==> src/rtl/conv_sysarr_mul_drain.sv <==
// Drain stage behind the conv systolic-array multiplier: tracks operand tags, drives the multiplier
// clock enable, and accumulates products into per-group sums. Build option: CONVSYS_DRAIN_SAT_EN.
module conv_sysarr_mul_drain #(
  parameter int MUL_LAT = 3,
  parameter int P_W     = 11,
  parameter int ACC_W   = 24
) (
  input  logic                    clk_i,
  input  logic                    reset_i,
  input  logic                    in_valid_i,
  input  logic                    in_last_i,
  output logic                    in_ready_o,
  output logic                    mul_ce_o,
  input  logic signed [P_W-1:0]   mul_dout_i,
  output logic signed [ACC_W-1:0] res_data_o,
  output logic [15:0]             res_cnt_o,
  output logic                    res_valid_o,
  input  logic                    res_ready_i,
  output logic                    res_ovf_o
);

  localparam logic signed [ACC_W-1:0] ACC_MAX = {1'b0, {(ACC_W-1){1'b1}}};
  localparam logic signed [ACC_W-1:0] ACC_MIN = {1'b1, {(ACC_W-1){1'b0}}};

  // Operands of equal sign whose sum flips sign have left the representable range.
  function automatic logic add_ovf(input logic [ACC_W-1:0] a, input logic [ACC_W-1:0] b,
                                   input logic [ACC_W-1:0] s);
    add_ovf = (a[ACC_W-1] == b[ACC_W-1]) && (s[ACC_W-1] != a[ACC_W-1]);
  endfunction

  logic [MUL_LAT-1:0]      tag_v_q;
  logic [MUL_LAT-1:0]      tag_last_q;
  logic signed [ACC_W-1:0] acc_q;
  logic signed [ACC_W-1:0] acc_d;
  logic [15:0]             cnt_q;
  logic [15:0]             cnt_d;
  logic                    first_q;
  logic signed [ACC_W-1:0] res_data_q;
  logic [15:0]             res_cnt_q;
  logic                    res_valid_q;
  logic                    ovf_q;

  logic                    tail_v_s;
  logic                    tail_last_s;
  logic                    ce_s;
  logic                    take_s;
  logic                    fire_s;
  logic                    ovf_s;
  logic signed [ACC_W-1:0] ext_s;
  logic signed [ACC_W-1:0] sum_s;

  assign tail_v_s    = tag_v_q[MUL_LAT-1];
  assign tail_last_s = tag_last_q[MUL_LAT-1];
  // Only a completing product that cannot land in the held result slot freezes the pipe.
  assign ce_s        = !(tail_v_s && tail_last_s && res_valid_q && !res_ready_i);
  assign take_s      = ce_s && tail_v_s;
  assign fire_s      = take_s && tail_last_s;

  assign mul_ce_o    = ce_s;
  assign in_ready_o  = ce_s;
  assign res_data_o  = res_data_q;
  assign res_cnt_o   = res_cnt_q;
  assign res_valid_o = res_valid_q;
  assign res_ovf_o   = ovf_q;

  // Next accumulator and term count for the product at the pipe tail.
  always_comb begin
    ext_s = {{(ACC_W-P_W){mul_dout_i[P_W-1]}}, mul_dout_i};
    sum_s = acc_q + ext_s;
    ovf_s = 1'b0;
    if (first_q) begin
      acc_d = ext_s;
      cnt_d = 16'd1;
    end else begin
      ovf_s = add_ovf(acc_q, ext_s, sum_s);
`ifdef CONVSYS_DRAIN_SAT_EN
      if (ovf_s) begin
        acc_d = acc_q[ACC_W-1] ? ACC_MIN : ACC_MAX;
      end else begin
        acc_d = sum_s;
      end
`else
      acc_d = sum_s;
`endif
      cnt_d = (cnt_q == 16'hFFFF) ? cnt_q : cnt_q + 16'd1;
    end
  end

  // Tag pipe, accumulator and result slot.
  always_ff @(posedge clk_i) begin
    if (reset_i) begin
      tag_v_q     <= '0;
      tag_last_q  <= '0;
      acc_q       <= '0;
      cnt_q       <= 16'd0;
      first_q     <= 1'b1;
      res_data_q  <= '0;
      res_cnt_q   <= 16'd0;
      res_valid_q <= 1'b0;
      ovf_q       <= 1'b0;
    end else begin
      if (ce_s) begin
        tag_v_q[0]    <= in_valid_i;
        tag_last_q[0] <= in_valid_i && in_last_i;
        for (int i = 1; i < MUL_LAT; i++) begin
          tag_v_q[i]    <= tag_v_q[i-1];
          tag_last_q[i] <= tag_last_q[i-1];
        end
      end
      if (take_s) begin
        if (tail_last_s) begin
          res_data_q <= acc_d;
          res_cnt_q  <= cnt_d;
          first_q    <= 1'b1;
        end else begin
          acc_q   <= acc_d;
          cnt_q   <= cnt_d;
          first_q <= 1'b0;
        end
        if (ovf_s) begin
          ovf_q <= 1'b1;
        end
      end
      if (fire_s) begin
        res_valid_q <= 1'b1;
      end else if (res_ready_i) begin
        res_valid_q <= 1'b0;
      end
    end
  end

endmodule

==> config.mk <==
export PLATFORM = sky130hd
export DESIGN_NAME = conv_sysarr_mul_drain
export DESIGN_NICKNAME = d
export VERILOG_FILES = /design/src/rtl/conv_sysarr_mul_drain.sv
export SDC_FILE = /design/constraint.sdc
export NUM_CORES = 1
export LEC_CHECK = 0
export BUFFER_PORTS_ARGS = -buffer_cell sky130_fd_sc_hd__buf_2
export CAP_MARGIN = 20
export CORE_ASPECT_RATIO = 0.5
export CORE_MARGIN = 8
export CORE_UTILIZATION = 59
export DETAILED_ROUTE_END_ITERATION = 16
export PLACE_DENSITY_LB_ADDON = 0.12
export SYNTH_ARGS = -nofsm -noshare
export SYNTH_HDL_FRONTEND = slang
export SYNTH_SLANG_ARGS = --single-unit
==> constraint.sdc <==
create_clock -name clk_i -period 2.9 [get_ports clk_i]
set_input_delay 0.145 -clock clk_i [delete_from_list [all_inputs] [get_ports clk_i]]
set_output_delay 0.145 -clock clk_i [all_outputs]
set_load 0.005 [all_outputs]
==> out/summary.txt, run 1 <==
Slew Limit Fails -> 0
register bit total from synthesis -> 89
initial standard-cell utilization of the core -> 0.615
count of pins on the block boundary -> 60
root buffer cell -> sky130_fd_sc_hd__clkbuf_16
share of the yosys chip area belonging to registers -> 0.358
total of max-cap violations -> 0
number of hold buffers added after cts -> 0
combinational group share of total power -> 0.103
Die Area -> 11800 µm²
Worst VDD drop -> 0.353 mV
insertion delay of the later-clocked pin in the worst-skew pair -> 0.34 ns
data arrival at the endpoint of the critical path -> 2.87 ns
time the final worst path needs with I/O delays and setup -> 2.64 ns
via count of the first global-routing pass -> 4297
detailed-router iteration count before antenna repair -> 5
Netlist Area Pre-Place -> 4970 µm²
type of element capturing the critical path -> flip-flop
TritonCTS Sinks -> 89
Int Power -> 1920 µW
Horiz. Die Dim -> 146 µm
CTS tree -> built
largest driver fanout on the critical path -> 4
biggest area consumer among synthesized cells -> sky130_fd_sc_hd__dfxtp_1
Clk pin slew, worst setup/hold paths -> 0.07 ns
final RePlAce weighted congestion -> 0.886
final clock period utilization by the worst path -> 0.911
number of gates resized after cts -> 0
core region area -> 8090 µm²
commonest cells after routing, fill and taps aside -> 96 x sky130_fd_sc_hd__nor2_1, 89 x sky130_fd_sc_hd__dfxtp_1, 76 x sky130_fd_sc_hd__nand2_1, 60 x sky130_fd_sc_hd__a21oi_1, 59 x sky130_fd_sc_hd__buf_2
via count -> 4584
wire length of the first global-routing pass -> 19800 µm
Port-buffer cells -> 59
Final WS setup -> 0.257 ns
switching power share of the total -> 0.258
post-placement setup slack -> 0.211 ns
sum of negative setup slack -> 0 ns
area share of the largest cell type after synthesis -> 0.358
cell area power density -> 463 nW/µm²
buffers inserted by post-CTS timing repair -> 0
distinct cell type count after synthesis -> 66
worst hold path cell count -> 3
Lkg Pwr -> 0.00222 µW
type of the worst setup path -> flip-flop to flip-flop
final design instance area without fill -> 5600 µm²
clock group share of total power -> 0.414
net count of the mapped netlist -> 671
dpl cell area -> 5320 µm²
via-per-instance ratio -> 5.80
leftover overflow at the end of global routing -> 0
commonest non-fill, non-tap cell in the layout -> sky130_fd_sc_hd__nor2_1
maximum level of the CTS H-tree -> 3
number of nets with antenna violations after routing -> 0
per-cell routed wire length -> 14.9 µm
largest net degree at the start of global routing -> 40
Max Buffers Root-to-Sink -> 2
highest clock rate -> 378 MHz
count of mapped cells out of synthesis -> 630
Final Skew -> 0.00570 ns
y dimension of the die -> 80.9 µm
half-perimeter wire length after detailed placement -> 8600 µm
area overhead of the layout relative to synthesis -> 12.6%
sw power -> 669 µW
crit path launch type -> flip-flop
relative slew slack -> 0.489
number of buffers created by CTS -> 9
run status -> completed
number of synthesized flops with an enable pin -> 0
filler instances -> 694
kind of path behind the tightest hold check -> input pin to flip-flop
required time of the critical path -> 3.13 ns
number of cell rows -> 23
total of endpoints with negative setup slack in the final report -> 0
RSZ-0062 raised after global routing -> no
final wirelength -> 11800 µm
FFs w/ async S/R, synth -> 0
path depth of the worst reg2reg path -> 11
number of warning messages in the yosys log -> 0
DRT iter0 DRCs -> 203
drc violations -> 0
ratio of cells with drive above 1 in the final layout -> 0.161
antenna violations before repair -> 0
count of antenna diodes in the layout -> 0
Worst-Margin Slew -> 0.767 ns
Reg power frac -> 0.483
biggest area contributors in the synthesized netlist -> sky130_fd_sc_hd__dfxtp_1 36%, sky130_fd_sc_hd__nor2_1 7.3%, sky130_fd_sc_hd__a211oi_1 6.2%
total number of nets in the final design -> 714
Mapped Avg Cell Area -> 7.89 µm²
predominant post-synthesis flop cell -> sky130_fd_sc_hd__dfxtp_1
hold violation total from the final report -> 0
global-route total usage across every layer -> 0.200
-- path summary, 6_finish.rpt --
check	slack, ns	end	start
worst max-delay path	0.26	acc_q[22]	acc_q[0]
worst min-delay path	0.06	tag_v_q[0]	in_valid_i
worst max register to register	0.26	acc_q[22]	acc_q[0]
worst min register to register	0.45	res_cnt_o[9]	res_cnt_o[9]
-- registers in the layout, indices dropped and copies added, names as in the netlist --
name         count
acc_q           24
cnt_q           16
first_q          1
res_cnt_o       16
res_data_o      24
res_ovf_o        1
res_valid_o      1
tag_last_q       3
tag_v_q          3
-- per-layer routing --
metal,GRT usage,part of all wire,vias up
li1,-,-,2345
met1,0.238,0.47,2108
met2,0.355,0.47,119
met3,0.0521,0.052,12
met4,0.0597,0.010,0
met5,0,0,-
-- Yosys cell counts, drive strengths merged (2+ instances only) --
library cell  number
nor2              97
dfxtp             89
nand2             78
a21oi             62
a211oi            42
clkbuf            33
o21ai             32
ha                24
nand3             18
a21o              13
inv               11
nand4             11
nor3              11
xnor2             11
xor2              10
mux2i              8
a31oi              7
nand2b             7
nor2b              7
buf                5
or3                5
nor4               4
o221a              4
a21boi             3
and3               3
nor4b              3
o31ai              3
a41oi              2
and2               2
nor3b              2
o21a               2
o21bai             2
o22ai              2
o31a               2
o41ai              2
-- per-stage QoR --
step / instances / util / total power (µW) / hold slack (ns)
finish: 790 / 0.692 / 2590 / 0.0559
global placement: 774 / 0.658 / 1540 / 0.407
floorplan: 630 / - / 1480 / 0.285
detailed placement: 774 / 0.658 / 1540 / 0.414
CTS: 790 / 0.691 / 2610 / 0.0548
global route: 790 / 0.692 / 2700 / 0.0568
-- area by class of cell --
cell class	count	area, µm²	area share
clock buffer	10	229	0.0409
timing repair buffer	70	378	0.0675
multi-input combinational	491	2980	0.533
inverter	12	45.0	0.00805
clock inverter	6	41.3	0.00738
sequential	89	1780	0.318
tap	112	140	0.0250
-- worst max-delay path, stage by stage, from the launching register on --
cell and delay, ns:
sky130_fd_sc_hd__dfxtp_1 0.31, sky130_fd_sc_hd__ha_1 0.18, sky130_fd_sc_hd__inv_1 0.07, sky130_fd_sc_hd__fa_1 0.18
sky130_fd_sc_hd__nor2b_1 0.07, sky130_fd_sc_hd__o31a_1 0.28, sky130_fd_sc_hd__o21ai_2 0.23, sky130_fd_sc_hd__a41oi_2 0.17
sky130_fd_sc_hd__nor4_1 0.42, sky130_fd_sc_hd__o31ai_1 0.15, sky130_fd_sc_hd__xor2_1 0.21, sky130_fd_sc_hd__o221a_2 0.26
-- cell families (layout without fill, tap and decap cells) --
| family | after synthesis | after routing | synth area share |
|---|---|---|---|
| and+or+nand+nor | 252 | 252 | 0.229 |
| AOI/OAI and AO/OA | 185 | 185 | 0.249 |
| DFF | 89 | 89 | 0.358 |
| buffers and inverters | 50 | 98 | 0.0466 |
| adders and majority gates | 25 | 25 | 0.0644 |
| xor gates and xnor gates | 21 | 21 | 0.0370 |
| muxes | 8 | 8 | 0.0161 |
-- power groups by stage --
| stage | combinational, µW | clock, µW | sequential [µW] |
|---|---|---|---|
| after floorplan | 206 | 0 | 1270 |
| after global placement | 258 | 0 | 1280 |
| after detailed placement | 263 | 0 | 1280 |
| after CTS | 265 | 1090 | 1250 |
| after global routing | 296 | 1150 | 1250 |
| final | 267 | 1070 | 1250 |
Power figures use the tool's default switching activity.
==> run 2, diff against run 1 <==
--- a/config.mk
+++ b/config.mk
@@ -11,6 +11,7 @@
 export CORE_MARGIN = 8
 export CORE_UTILIZATION = 59
 export DETAILED_ROUTE_END_ITERATION = 16
+export GPL_TIMING_DRIVEN = 0
 export PLACE_DENSITY_LB_ADDON = 0.12
 export SYNTH_ARGS = -nofsm -noshare
 export SYNTH_HDL_FRONTEND = slang
==> out/summary.txt, run 2 (synthesized netlist as in run 1, its figures left out) <==
critical register-to-register path endpoint -> res_data_o[20]
total of endpoints with negative setup slack in the final report -> 0 (unchanged)
cells along the critical path -> ha_1 > inv_1 > fa_1 > nor2b_1 > o31a_1 > o21ai_2 > a41oi_1 > nor2_1 > o31a_1 > mux2i_1 > a211oi_1
detailed-router iteration count before antenna repair -> 5 (unchanged)
CTS tree -> built
kind of path behind the tightest hold check -> input pin to flip-flop
number of hold buffers added after cts -> 0 (unchanged)
commonest non-fill, non-tap cell in the layout -> sky130_fd_sc_hd__nor2_1
number of gates resized after cts -> 0 (unchanged)
wire length of the first global-routing pass -> 22100 µm (+12%)
core region area -> 8090 µm² (unchanged)
Worst-Margin Slew -> 0.743 ns (-0.0238 ns)
switching power share of the total -> 0.243 (-0.0152)
number of buffers created by CTS -> 9 (unchanged)
largest driver fanout on the critical path -> 4 (unchanged)
Reg power frac -> 0.466 (-0.017)
clock group share of total power -> 0.428 (+0.014)
sequential cell area -> 1780 µm² (unchanged)
number of cell rows -> 23 (unchanged)
largest net degree at the start of global routing -> 16 (-60%)
worst hold path cell count -> 3 (unchanged)
Final Non-Filler Cells -> 815 (+3.2%)
Slew Limit Fails -> 0 (unchanged)
path depth of the worst reg2reg path -> 11 (unchanged)
type of element capturing the critical path -> flip-flop
relative slew slack -> 0.504 (+0.0159)
via-per-instance ratio -> 5.92 (+2.1%)
number of nets with antenna violations after routing -> 0 (unchanged)
area overhead of the layout relative to synthesis -> 14.5%
Die Area -> 11800 µm² (unchanged)
run status -> completed
highest clock rate -> 369 MHz (-2.4%)
via count -> 4827 (+5.3%)
per-cell routed wire length -> 16.4 µm (+9.7%)
source of the worst hold timing path -> in_valid_i
CP dominant cell by count -> sky130_fd_sc_hd__o31a_1
required time of the critical path -> 3.08 ns (-0.05 ns)
insertion delay of the later-clocked pin in the worst-skew pair -> 0.34 ns (about the same)
final wirelength -> 13300 µm (+13%)
multi-input gate area in the final layout -> 2960 µm² (-0.76%)
Lkg Pwr -> 0.00225 µW (+1.1%)
Clk pin slew, worst setup/hold paths -> 0.06 ns (about the same)
hold violation total from the final report -> 0 (unchanged)
type of the worst setup path -> flip-flop to flip-flop
root buffer cell -> sky130_fd_sc_hd__clkbuf_16
register-to-register setup slack -> 0.19 ns (-0.07 ns)
combinational group share of total power -> 0.106 (+0.003)
count of pins on the block boundary -> 60 (unchanged)
data arrival at the endpoint of the critical path -> 2.89 ns (+0.02 ns)
Worst path max stage delay -> 0.37 ns (-0.05 ns)
cell area power density -> 471 nW/µm² (+1.6%)
sw power -> 651 µW (-2.8%)
RR Startpoint -> acc_q[0]
sum of negative setup slack -> 0 ns (unchanged)
maximum level of the CTS H-tree -> 3 (unchanged)
global-route total usage across every layer -> 0.228 (+0.0282)
Worst VDD drop -> 0.324 mV (-8.1%)
endpoint of the worst hold-timing path -> tag_v_q[0]
antenna violations before repair -> 0 (unchanged)
Int Power -> 2030 µW (+5.5%)
final RePlAce weighted congestion -> 0.963 (+8.7%)
drc violations -> 0 (unchanged)
buffers inserted by post-CTS timing repair -> 0 (unchanged)
CP max stage cell -> sky130_fd_sc_hd__fa_1
DRT iter0 DRCs -> 320 (+58%)
time the final worst path needs with I/O delays and setup -> 2.71 ns (+0.0661 ns)
count of placed standard cells including taps -> 801 (+3.5%)
commonest cells after routing, fill and taps aside -> 97 x sky130_fd_sc_hd__nor2_1, 89 x sky130_fd_sc_hd__dfxtp_1, 76 x sky130_fd_sc_hd__nand2_1, 60 x sky130_fd_sc_hd__buf_2, 60 x sky130_fd_sc_hd__a21oi_1
count of antenna diodes in the layout -> 0 (unchanged)
final clock period utilization by the worst path -> 0.934 (+0.0228)
Max Buffers Root-to-Sink -> 2 (unchanged)
total of max-cap violations -> 0 (unchanged)
RSZ-0062 raised after global routing -> no
leftover overflow at the end of global routing -> 0 (unchanged)
Final Skew -> 0.00842 ns (+0.00272 ns)
ratio of cells with drive above 1 in the final layout -> 0.141 (-0.0199)
y dimension of the die -> 80.9 µm (unchanged)
crit path launch type -> flip-flop
total number of nets in the final design -> 741 (+3.8%)
half-perimeter wire length after detailed placement -> 9570 µm (+11%)
Horiz. Die Dim -> 146 µm (unchanged)
via count of the first global-routing pass -> 4640 (+8.0%)
initial standard-cell utilization of the core -> 0.615 (unchanged)
Port-buffer cells -> 59 (unchanged)
TritonCTS Sinks -> 89 (unchanged)
filler instances -> 677 (-2.4%)
## run 2: changes by cell type in the layout (fill, tap and decap cells not counted), moves of 2 or more
| cell | before | now |
|---|---|---|
| sky130_fd_sc_hd__buf_1 | 0 | 2 |
| sky130_fd_sc_hd__buf_4 | 11 | 1 |
| sky130_fd_sc_hd__clkbuf_1 | 1 | 31 |
| sky130_fd_sc_hd__clkbuf_8 | 0 | 4 |
| sky130_fd_sc_hd__clkinv_2 | 3 | 0 |
## run 2: power by group through the flow
stage / Combinational, µW / Sequential, µW / Clock [µW]
floorplan: 206 / 1270 / 0
global route: 315 / 1250 / 1220
global placement: 272 / 1280 / 0
finish: 285 / 1250 / 1150
CTS: 281 / 1250 / 1170
detailed placement: 277 / 1280 / 0
## run 2: metrics by stage
| stage | area (µm²) | worst slack, ns | power, µW | utilization | hold slack (ns) |
|---|---|---|---|---|---|
| 2_1_floorplan | 4970 | 0.564 | 1480 | - | 0.285 |
| 3_3_place_gp | 5410 | 0.274 | 1550 | 0.669 | 0.409 |
| 3_5_place_dp | 5410 | 0.252 | 1550 | 0.669 | 0.413 |
| 4_1_cts | 5690 | 0.224 | 2700 | 0.704 | 0.0476 |
| 5_1_grt | 5690 | 0.0289 | 2780 | 0.704 | 0.0788 |
| 6_report | 5690 | 0.191 | 2680 | 0.704 | 0.0608 |
## run 2: worst max path at each step
stage / depth (start not counted) / end / startpoint
2_1_floorplan: 11 / res_data_o[18] / acc_q[0]
3_3_place_gp: 9 / res_data_o[17] / mul_dout_i[10]
3_5_place_dp: 11 / res_data_o[20] / acc_q[0]
4_1_cts: 11 / res_data_o[20] / acc_q[0]
5_1_grt: 11 / acc_q[22] / acc_q[0]
6_report: 11 / res_data_o[20] / acc_q[0]
## run 2: layout make-up
| cell class | count | share of cell area |
|---|---|---|
| Clock buffer | 12 | 0.0433 |
| Multi-Input combinational cell | 491 | 0.520 |
| Sequential cell | 89 | 0.313 |
| Clock inverter | 2 | 0.00681 |
| Tap cell | 112 | 0.0246 |
| Timing Repair Buffer | 59 | 0.0519 |
| Inverter | 12 | 0.00791 |
| Buffer | 38 | 0.0327 |
## run 2: worst max-delay path: cells and delay by family, from the launching register on
kind                       cells  cell delay, ns
muxes                          1            0.28
DFF                            1            0.33
AOI/OAI and AO/OA              5            1.03
buffers and inverters          1            0.06
and+or+nand+nor                2            0.30
adders and majority gates      2            0.54
## run 2: metal layers
metal	GRT usage	up-vias	part of all wire
met5	0	-	0
li1	-	2385	-
met3	0.0593	22	0.066
met1	0.283	2263	0.46
met4	0.0875	0	0.017
met2	0.380	157	0.46
